<file path="config.mk">
export PLATFORM = sky130hd
export DESIGN_NAME = imm12_encoder_flat
export DESIGN_NICKNAME = d
export VERILOG_FILES = /design/src/rtl/imm12_encoder_pkg.sv /design/src/rtl/imm12_encoder_if.sv /design/src/rtl/imm12_encoder_rot_check.sv /design/src/rtl/imm12_encoder.sv /design/src/flat_wrapper.sv
export SDC_FILE = /design/constraint.sdc
export NUM_CORES = 1
export LEC_CHECK = 0
export CAP_MARGIN = 20
export CORE_ASPECT_RATIO = 0.8
export CORE_MARGIN = 2
export CORE_UTILIZATION = 45
export CTS_CLUSTER_DIAMETER = 50
export DETAILED_ROUTE_END_ITERATION = 16
export GPL_TIMING_DRIVEN = 0
export PLACE_DENSITY = 0.67
export SKIP_LAST_GASP = 1
export SYNTH_ARGS = -nofsm -noshare
export SYNTH_HDL_FRONTEND = slang
export SYNTH_SLANG_ARGS = --single-unit
</file>
<file path="constraint.sdc">
create_clock -name clk -period 5.97 [get_ports clk]
set_input_delay 1.194 -clock clk [delete_from_list [all_inputs] [get_ports clk]]
set_output_delay 1.194 -clock clk [all_outputs]
set_load 0.02 [all_outputs]
</file>
<file path="src/rtl/imm12_encoder_pkg.sv">
// Shared definitions for the ARM operand-2 immediate encoder and its decode counterpart.
// Holds the ISA-fixed sizes, the search FSM state type and the rotate helper.
// Ports: none (package).
package imm12_encoder_pkg;

    localparam int ROT_STEPS = 16;
    localparam int IMM8_W    = 8;
    localparam int OPERAND_W = 12;

    typedef enum logic [1:0] {
        IDLE   = 2'd0,
        SEARCH = 2'd1,
        DONE   = 2'd2
    } state_t;

    // Rotate left modulo 32. A doubled copy keeps the expression free of
    // variable right-shift widths that differ between tools.
    function automatic logic [31:0] rol32(input logic [31:0] value, input logic [4:0] amt);
        logic [63:0] tmp;
        tmp = {value, value} << amt;
        return tmp[63:32];
    endfunction

endpackage

</file>
<file path="src/rtl/imm12_encoder_if.sv">
// Request/result bus of the immediate encoder, valid/ready on both sides.
// master = requester/consumer (drives requests and out_ready), slave = encoder.
// Signals: in_valid/in_ready/in_value/in_allow_inv, out_valid/out_ready/out_found/out_inv/out_operand.
interface imm12_encoder_if;
    import imm12_encoder_pkg::*;

    logic                 in_valid;
    logic                 in_ready;
    logic [31:0]          in_value;
    logic                 in_allow_inv;
    logic                 out_valid;
    logic                 out_ready;
    logic                 out_found;
    logic                 out_inv;
    logic [OPERAND_W-1:0] out_operand;

    modport master (
        output in_valid, in_value, in_allow_inv, out_ready,
        input  in_ready, out_valid, out_found, out_inv, out_operand
    );

    modport slave (
        input  in_valid, in_value, in_allow_inv, out_ready,
        output in_ready, out_valid, out_found, out_inv, out_operand
    );

endinterface

</file>
<file path="src/rtl/imm12_encoder_rot_check.sv">
// Tests one rotate_imm value: does value (or ~value) fit in imm8 after undoing the rotation.
// Latency: purely combinational. Backpressure: none.
// Ports: value_i, rot_i, allow_inv_i -> hit_dir_o, hit_inv_o, imm8_o (direct byte if hit_dir_o).
module imm12_encoder_rot_check
    import imm12_encoder_pkg::*;
(
    input  logic [31:0]       value_i,
    input  logic [3:0]        rot_i,
    input  logic              allow_inv_i,
    output logic              hit_dir_o,
    output logic              hit_inv_o,
    output logic [IMM8_W-1:0] imm8_o
);

    logic [31:0] cand_dir;
    logic [31:0] cand_inv;

    // Decode rotates imm8 right by 2*rot, so the encoder rotates left by the same amount.
    assign cand_dir  = rol32(value_i,  {rot_i, 1'b0});
    assign cand_inv  = rol32(~value_i, {rot_i, 1'b0});

    assign hit_dir_o = (cand_dir[31:IMM8_W] == '0);
    assign hit_inv_o = allow_inv_i && (cand_inv[31:IMM8_W] == '0);
    assign imm8_o    = hit_dir_o ? cand_dir[IMM8_W-1:0] : cand_inv[IMM8_W-1:0];

endmodule

</file>
<file path="src/rtl/imm12_encoder.sv">
// Searches rotate_imm 0..15 for an ARM imm12 encoding of a constant (optionally of its inverse).
// Latency: ceil((k+1)/ROT_PER_CYCLE)+1 edges from accept to out_valid (k = hit rotation, 15 on miss).
// Backpressure: one request in flight; result held stable in DONE until out_ready, in_ready only in IDLE.
// Ports: clk, rst_n (async active-low), bus (slave side of imm12_encoder_if).
module imm12_encoder
    import imm12_encoder_pkg::*;
#(
    parameter int ROT_PER_CYCLE = 1,
    parameter int ROT_STEPS     = imm12_encoder_pkg::ROT_STEPS
) (
    input  logic           clk,
    input  logic           rst_n,
    imm12_encoder_if.slave bus
);

    state_t               state_q, state_d;
    logic [31:0]          value_q;
    logic                 allow_inv_q;
    logic [3:0]           rot_cnt_q;
    logic                 found_q;
    logic                 inv_q;
    logic [OPERAND_W-1:0] operand_q;
    logic                 out_valid_q;

    // Per-lane rotation check results.
    logic                 hit_dir [ROT_PER_CYCLE];
    logic                 hit_inv [ROT_PER_CYCLE];
    logic [IMM8_W-1:0]    imm8    [ROT_PER_CYCLE];

    logic                 sel_hit;
    logic                 sel_inv;
    logic [3:0]           sel_rot;
    logic [IMM8_W-1:0]    sel_imm;
    logic                 last_step;

    for (genvar g = 0; g < ROT_PER_CYCLE; g++) begin : g_lane
        imm12_encoder_rot_check u_rot_check (
            .value_i     (value_q),
            .rot_i       (rot_cnt_q + 4'(g)),
            .allow_inv_i (allow_inv_q),
            .hit_dir_o   (hit_dir[g]),
            .hit_inv_o   (hit_inv[g]),
            .imm8_o      (imm8[g])
        );
    end

    // Walk lanes from highest to lowest so the lowest rotation overrides.
    // Within a lane, a direct hit beats an inverted one.
    always_comb begin
        sel_hit = 1'b0;
        sel_inv = 1'b0;
        sel_rot = '0;
        sel_imm = '0;
        for (int g = ROT_PER_CYCLE - 1; g >= 0; g--) begin
            if (hit_dir[g] || hit_inv[g]) begin
                sel_hit = 1'b1;
                sel_inv = !hit_dir[g];
                sel_rot = rot_cnt_q + 4'(g);
                sel_imm = imm8[g];
            end
        end
    end

    assign last_step = (({1'b0, rot_cnt_q} + 5'(ROT_PER_CYCLE)) == 5'(ROT_STEPS));

    // State register.
    always_ff @(posedge clk or negedge rst_n) begin
        if (!rst_n) begin
            state_q <= IDLE;
        end else begin
            state_q <= state_d;
        end
    end

    // Next-state logic.
    always_comb begin
        state_d = state_q;
        case (state_q)
            IDLE:    if (bus.in_valid)                 state_d = SEARCH;
            SEARCH:  if (sel_hit || last_step)         state_d = DONE;
            DONE:    if (out_valid_q && bus.out_ready) state_d = IDLE;
            default:                                   state_d = IDLE;
        endcase
    end

    // Datapath and result registers. The result is latched on entry to DONE
    // and presented one cycle later from a register, so out_valid and the
    // result fields all come straight from flops.
    always_ff @(posedge clk or negedge rst_n) begin
        if (!rst_n) begin
            value_q     <= '0;
            allow_inv_q <= 1'b0;
            rot_cnt_q   <= '0;
            found_q     <= 1'b0;
            inv_q       <= 1'b0;
            operand_q   <= '0;
            out_valid_q <= 1'b0;
        end else begin
            case (state_q)
                IDLE: begin
                    out_valid_q <= 1'b0;
                    if (bus.in_valid) begin
                        value_q     <= bus.in_value;
                        allow_inv_q <= bus.in_allow_inv;
                        rot_cnt_q   <= '0;
                    end
                end
                SEARCH: begin
                    out_valid_q <= 1'b0;
                    if (sel_hit) begin
                        found_q   <= 1'b1;
                        inv_q     <= sel_inv;
                        operand_q <= {sel_rot, sel_imm};
                    end else if (last_step) begin
                        found_q   <= 1'b0;
                        inv_q     <= 1'b0;
                        operand_q <= '0;
                    end else begin
                        rot_cnt_q <= rot_cnt_q + 4'(ROT_PER_CYCLE);
                    end
                end
                DONE: begin
                    out_valid_q <= !(out_valid_q && bus.out_ready);
                end
                default: begin
                    out_valid_q <= 1'b0;
                end
            endcase
        end
    end

    // Outputs.
    always_comb begin
        bus.in_ready    = (state_q == IDLE);
        bus.out_valid   = out_valid_q;
        bus.out_found   = found_q;
        bus.out_inv     = inv_q;
        bus.out_operand = operand_q;
    end

endmodule

</file>
<file path="src/flat_wrapper.sv">
// flat-port wrapper written by rule: the top's interface ports become plain ports
module imm12_encoder_flat import imm12_encoder_pkg::*;
#(
    parameter int ROT_PER_CYCLE = 1,
    parameter int ROT_STEPS     = imm12_encoder_pkg::ROT_STEPS
)
  (clk, rst_n, bus_in_valid, bus_in_value, bus_in_allow_inv, bus_out_ready, bus_in_ready, bus_out_valid, bus_out_found, bus_out_inv, bus_out_operand);
  imm12_encoder_if bus_i ();
  input  logic clk;
  input  logic rst_n;
  input wire logic [$bits(bus_i.in_valid)-1:0] bus_in_valid;
  input wire logic [$bits(bus_i.in_value)-1:0] bus_in_value;
  input wire logic [$bits(bus_i.in_allow_inv)-1:0] bus_in_allow_inv;
  input wire logic [$bits(bus_i.out_ready)-1:0] bus_out_ready;
  output wire logic [$bits(bus_i.in_ready)-1:0] bus_in_ready;
  output wire logic [$bits(bus_i.out_valid)-1:0] bus_out_valid;
  output wire logic [$bits(bus_i.out_found)-1:0] bus_out_found;
  output wire logic [$bits(bus_i.out_inv)-1:0] bus_out_inv;
  output wire logic [$bits(bus_i.out_operand)-1:0] bus_out_operand;
  assign bus_i.in_valid = bus_in_valid;
  assign bus_i.in_value = bus_in_value;
  assign bus_i.in_allow_inv = bus_in_allow_inv;
  assign bus_i.out_ready = bus_out_ready;
  assign bus_in_ready = bus_i.in_ready;
  assign bus_out_valid = bus_i.out_valid;
  assign bus_out_found = bus_i.out_found;
  assign bus_out_inv = bus_i.out_inv;
  assign bus_out_operand = bus_i.out_operand;
  imm12_encoder #(.ROT_PER_CYCLE(ROT_PER_CYCLE), .ROT_STEPS(ROT_STEPS)) u_core (.clk(clk), .rst_n(rst_n), .bus(bus_i));
endmodule
</file>
======== Word-level counts from Yosys, hierarchy flattened ========
Index checks and enable logic that the tools add are counted.
Widths: inputs -> output; s select.
operators by class
  multiply operators ...................... 0
  muxes and demuxes ....................... 19
  bitwise logic cells ..................... 1
  $add $sub $neg .......................... 2
  shifts and indexed selects .............. 2
  order comparisons ....................... 0
  equal/unequal tests ..................... 8
  reductions and logical operators ........ 15
  divide/modulo/power cells ............... 0
operator list
  cell                 number
  $shl 64x5->64        2
  $logic_not 24->1     2
  $not 32->32          1
  $mux 12              2
  $mux 4               4
  $mux 8               2
  $pmux 4 s2           1
  $mux 1               6
  $mux 2               3
  $ne 2x2->1 const B   3
  $pmux 2 s3           1
  $add 4x1->5 const B  1
  $eq 5x5->1 const B   1
  $add 4x1->4 const B  1
  $ne 2x1->1 const B   2
  $reduce_and 2->1     2
  $reduce_and 4->1     1
  $reduce_bool 2->1    2
  $reduce_and 3->1     1
  $eq 2x1->1 const B   1
  $eq 2x2->1 const B   1
  $logic_and 1x1->1    2
  $logic_not 1->1      2
  $logic_not 2->1      1
  $logic_or 1x1->1     2
word-level totals
  bits in registers ....................... 54
  word-level logic and storage cells ...... 55
  memory bits (writable) .................. 0
  output and inout port bits .............. 16
  input bits .............................. 37
  latch bits .............................. 0
  memories kept ........................... 0
  bits in read-only memories .............. 0

======== Logic depth before layout (Yosys ltp) ========
  depth in word-level cells ............... 9
  gate-level depth with buffers ........... 12
  mapped depth without buffers ............ 7

======== Hierarchy ========
A second synthesis with hierarchy kept.
second synthesis, totals
  cell total of the unflattened synthesis .. 287
  area total of the unflattened synthesis .. 3933.8 µm²
modules (own cells, without submodules)
  module                   cells each  times used  area each (µm²)  seq. area each (µm²)
  imm12_encoder            154         1           2341.0           1351.3
  imm12_encoder_rot_check  133         1           1592.8           0.0

======== Least setup slack after synthesis ========
OpenSTA, ideal clock, no wires.
  kind .................................... flip-flop to flip-flop
  start ................................... reg u_core.rot_cnt_q[0]
  end ..................................... reg u_core.operand_q[6] (netlist: u_core.bus.out_operand[6])
  period minus slack after synthesis ...... 2.854 ns
  data required time ...................... 5.844 ns
  arrival ................................. 2.728 ns
  setup time .............................. 0.126 ns
  stages on the path, launching flop included .. 11
  setup slack ............................. 3.116 ns
  buffers on the path ..................... 3
  path through ............................ dfrtp_1 > buf_6 > buf_12 > mux4_2 > mux2_2 > nand4b_1 > nor4_2 > o221a_2 > o31ai_2 > buf_6 > a221o_1
between the ends
  word-level cells in the longest chain between the ends .. 7
  elaborated cells on any way between the ends .. 14
  those cells by class .................... add/sub: 1; eq/ne: 1; shift: 2; mux: 4; reduce/logical: 6
RTL lines
  what                                line                           RTL
  start: declaration                  imm12_encoder.sv:19            logic [3:0] rot_cnt_q;
  start signal: assignment            imm12_encoder.sv:119           rot_cnt_q <= rot_cnt_q + 4'(ROT_PER_CYCLE);
  $shl 64x5->64                       imm12_encoder_pkg.sv:20        tmp = {value, value} << amt;
  $logic_not 24->1                    imm12_encoder_rot_check.sv:23  assign hit_inv_o = allow_inv_i && (cand_inv[31:IMM8_W] == '0);
  $logic_and 1x1->1                   imm12_encoder_rot_check.sv:23
  $logic_or 1x1->1                    imm12_encoder.sv:55            if (hit_dir[g] || hit_inv[g]) begin
  $mux 1                              imm12_encoder.sv:55
  $reduce_bool 2->1 (no source line)  -
  $reduce_and 2->1 (no source line)   -
  end signal: assignment              imm12_encoder.sv:113           operand_q <= {sel_rot, sel_imm};
  end: declaration                    imm12_encoder.sv:22            logic [OPERAND_W-1:0] operand_q;
Several ways; a longest one is shown, not always the timed one.
A chain may end at the register's enable or synchronous reset.

======== Worst setup path after layout ========
  start ................................... reg u_core.rot_cnt_q[0]
  end ..................................... reg u_core.operand_q[7] (netlist: u_core.bus.out_operand[7])
The elaborated chain is that of the path after synthesis.

==> impl_metrics.ini <==
[worst_setup_path]
worstReg2RegEnd = u_core.bus.out_operand[7]
critPathLaunchType = flip-flop
reg2reg_from = u_core.rot_cnt_q[0]
crit_path_top_delay_cell = mux4_2
slowest_delay_ps = 550
worst_path_most_repeated_cell = buf_6
required_ps = 6180
cp_max_fo = 10
arrival_ps = 3660
rrSetupSlack_ps = 2510
crit_path_end_kind = flip-flop
worstSetupPathType = reg -> reg
path_cells = buf_6 -> buf_8 -> mux4_2 -> mux2i_1 -> nand4_1 -> nor4_1 -> o221a_2 -> o31ai_2 -> buf_6 -> a221o_1
r2r_cells = 10

[synth]
synth_area_leader_cell = dfrtp_1
syn_nets = 433
synth_compound_area_frac = 0.0923
syn_avg_cell_area_um2 = 10.1
ys_ff_latch = 54
synth-adder-area-share = 0.00313
yosysSeqAreaShare = 0.338
synth_common_cells = nand2_1 (126), dfrtp_1 (54), mux2i_1 (37)
synth_cell_types = 60
synthArstFlopShare = 1.00
synth_flop_cell = dfrtp_1
synth_area_leaders = dfrtp_1 (34%), mux4_2 (14%), nand2_1 (12%)
yosys_warnings = 0
yosys.area_share.simple = 0.211
yosysMostFrequentCell = nand2_1
syn_inst = 395
syn_area_um2 = 4000
synth_top_area_share = 0.338
yosys-mux-area-fraction = 0.294
synth_top_family_by_area = multiplexers
synth_edf_count = 0
synth_xor_area_frac = 0

[clocking]
clk_pin_slew_ps = 110
clock_latency_ps = 320
cts_hold_buf = 0
htreeDepth = 2
cts_resized = 0
clock-sinks = 54
cts_max_path_buffers = 2
cts_root_buffer = clkbuf_8
tritoncts = done
cts_buffers = 5
cts_setup_buffers = 0

[power_and_ir_drop]
powerDensity_nw_per_um2 = 578
power_frac_comb = 0.651
p_leak_nw = 2.13
p_switching_mw = 1.33
clkPwrFrac = 0.095
switching_share = 0.481
p_int_mw = 1.44
pwr-share-seq = 0.254
peakVddDrop_mv = 0.264

[layout]
num-nets-final = 493
fill_cells = 765
post-route-util = 0.560
antennaDiodeCount = 0
areaGrowthSynthToFinish_pct = 19.8
layout-drive-gt1-share = 0.149

[timing]
fin_setup_tns_ps = 0
min_period_ps = 3460
drv_slew = 0
worst_pin_slew_ps = 805
finalHoldViolCount = 0
fmaxAchievable_mhz = 289
slew_headroom = 0.458
finalCritPeriodShare = 0.579
finalClockSkew_ps = 12.1
rsz0062_at_grt = false
finalSetupViolations = 0

[route]
dr.pass1.iters = 4
antenna_left = 0
first_iter_violations = 244
viasPerCell = 6.17
wire_per_inst_um = 19.9
vias = 3505
drc = 0
finalWirelength_mm = 11.3

[floorplanning]
die_area_um2 = 9660
pin_count = 53
start_util = 0.467
num_rows = 30
die_h_um = 88.3
core_um2 = 8560
die_w_um = 109

[global_routing]
grt_pass1_vias = 3324
grt_max_degree = 37
antenna_found_initial = 0
grt_pass1_wl_mm = 18.2
grt_usage = 0.249
grt_overflow = 0

[placed_design]
dp_hpwl_mm = 8.80
port_buffers = 52
place_congestion = 0.932

[run_status]
status = complete, no violations

[min_path]
hold_path_startpoint = u_core.bus.out_valid
hp-class = reg -> reg
whs_path_depth = 1
hold_end = u_core.bus.out_valid

[run]
maxCapViolations = 0
[how the worst max path moves through the flow]
| stage | cells after the start | startpoint | slack (ps) | end |
|---|---|---|---|---|
| final | 10 | u_core.rot_cnt_q[0] | 2510 | u_core.bus.out_operand[7] |
| after global routing | 10 | u_core.rot_cnt_q[0] | 2330 | u_core.bus.out_operand[7] |
| after CTS | 10 | u_core.rot_cnt_q[0] | 2570 | u_core.bus.out_operand[7] |
| after detailed placement | 10 | u_core.rot_cnt_q[0] | 2590 | u_core.bus.out_operand[7] |
| after global placement | 1 | rst_n | 2070 | u_core.value_q[28] |
| after floorplan | 10 | u_core.rot_cnt_q[0] | 3120 | u_core.bus.out_operand[6] |
[state kept, by name, indices dropped and copies added, names as in the netlist]
register and cells:
u_core.value_q 32, u_core.rot_cnt_q 4, u_core.bus.out_found 1, u_core.allow_inv_q 1, u_core.bus.out_valid 1, u_core.state_q 2, u_core.bus.out_operand 12, u_core.bus.out_inv 1
[placed cells by master (no fill, tap or decap), types with 2 or more instances in the layout]
cell type,instances
nand2_1,126
dfrtp_1,54
clkdlybuf4s50_1,51
mux2i_1,37
mux4_2,25
nor2_1,18
nor3_1,16
clkbuf_1,8
nor4_1,8
clkbuf_8,7
mux4_1,7
a221o_1,6
buf_6,5
nand4_1,5
buf_4,4
buf_2,4
nand3_1,4
mux2_2,4
a21oi_1,4
a32o_1,4
buf_8,3
nand2b_1,3
o22ai_1,3
inv_1,2
a211oi_1,2
buf_12,2
or2_2,2
and2_1,2
nor2b_1,2
o311ai_0,2
o21ai_0,2
a221o_2,2
[per-layer routing]
layer  up-vias  part of all wire  track usage  routed length (µm)
li1       1590                 -            -                   -
met1      1735              0.44        0.361                4930
met2       170              0.44        0.370                5010
met3        10              0.11       0.0773                1300
met4         0            0.0074       0.0483                  84
met5         -                 0            0                   0
[through the flow]
step | setup WS (ps) | instance area (µm²) | std cells | hold WS (ps) | power [mW]
global route | 2330 | 4790 | 568 | 516 | 2.96
CTS | 2570 | 4790 | 568 | 476 | 2.74
detailed placement | 2590 | 4670 | 560 | 460 | 2.47
finish | 2510 | 4790 | 568 | 473 | 2.77
global placement | 2070 | 4660 | 559 | 453 | 2.45
floorplan | 3120 | 4000 | 395 | 446 | 1.98
[critical path, delay by kind of cell, from the launching register on]
family / cells / cell delay, ps
AOI/OAI and AO/OA: 3 / 810
muxes: 2 / 1020
DFF: 1 / 390
and+or+nand+nor: 2 / 580
buffers and inverters: 3 / 530
[power by group through the flow]
| stage | clock (mW) | combinational (mW) | sequential (mW) |
|---|---|---|---|
| 6_report | 0.263 | 1.80 | 0.704 |
| 5_1_grt | 0.284 | 1.95 | 0.720 |
| 4_1_cts | 0.266 | 1.78 | 0.693 |
| 3_5_place_dp | 0 | 1.77 | 0.700 |
| 3_3_place_gp | 0 | 1.75 | 0.695 |
| 2_1_floorplan | 0 | 1.37 | 0.610 |
[layout make-up]
cell class                      instances  area [µm²]  area share
Buffer                                 28         238      0.0496
Sequential cell                        54        1350       0.282
Clock buffer                            5        68.8      0.0144
Inverter                                3        11.3     0.00235
Multi-Input combinational cell        310        2400       0.501
Clock inverter                          3        47.5     0.00993
Tap cell                              112         140      0.0293
Timing Repair Buffer                   53         536       0.112
[logic make-up (layout without fill, tap and decap cells)]
family / after synthesis / count (layout)
adders and majority gates: 1 / 1
AOI/OAI and AO/OA: 42 / 42
and+or+nand+nor: 193 / 193
buffers and inverters: 31 / 92
DFF: 54 / 54
muxes: 74 / 74
Power figures use the tool's default switching activity.
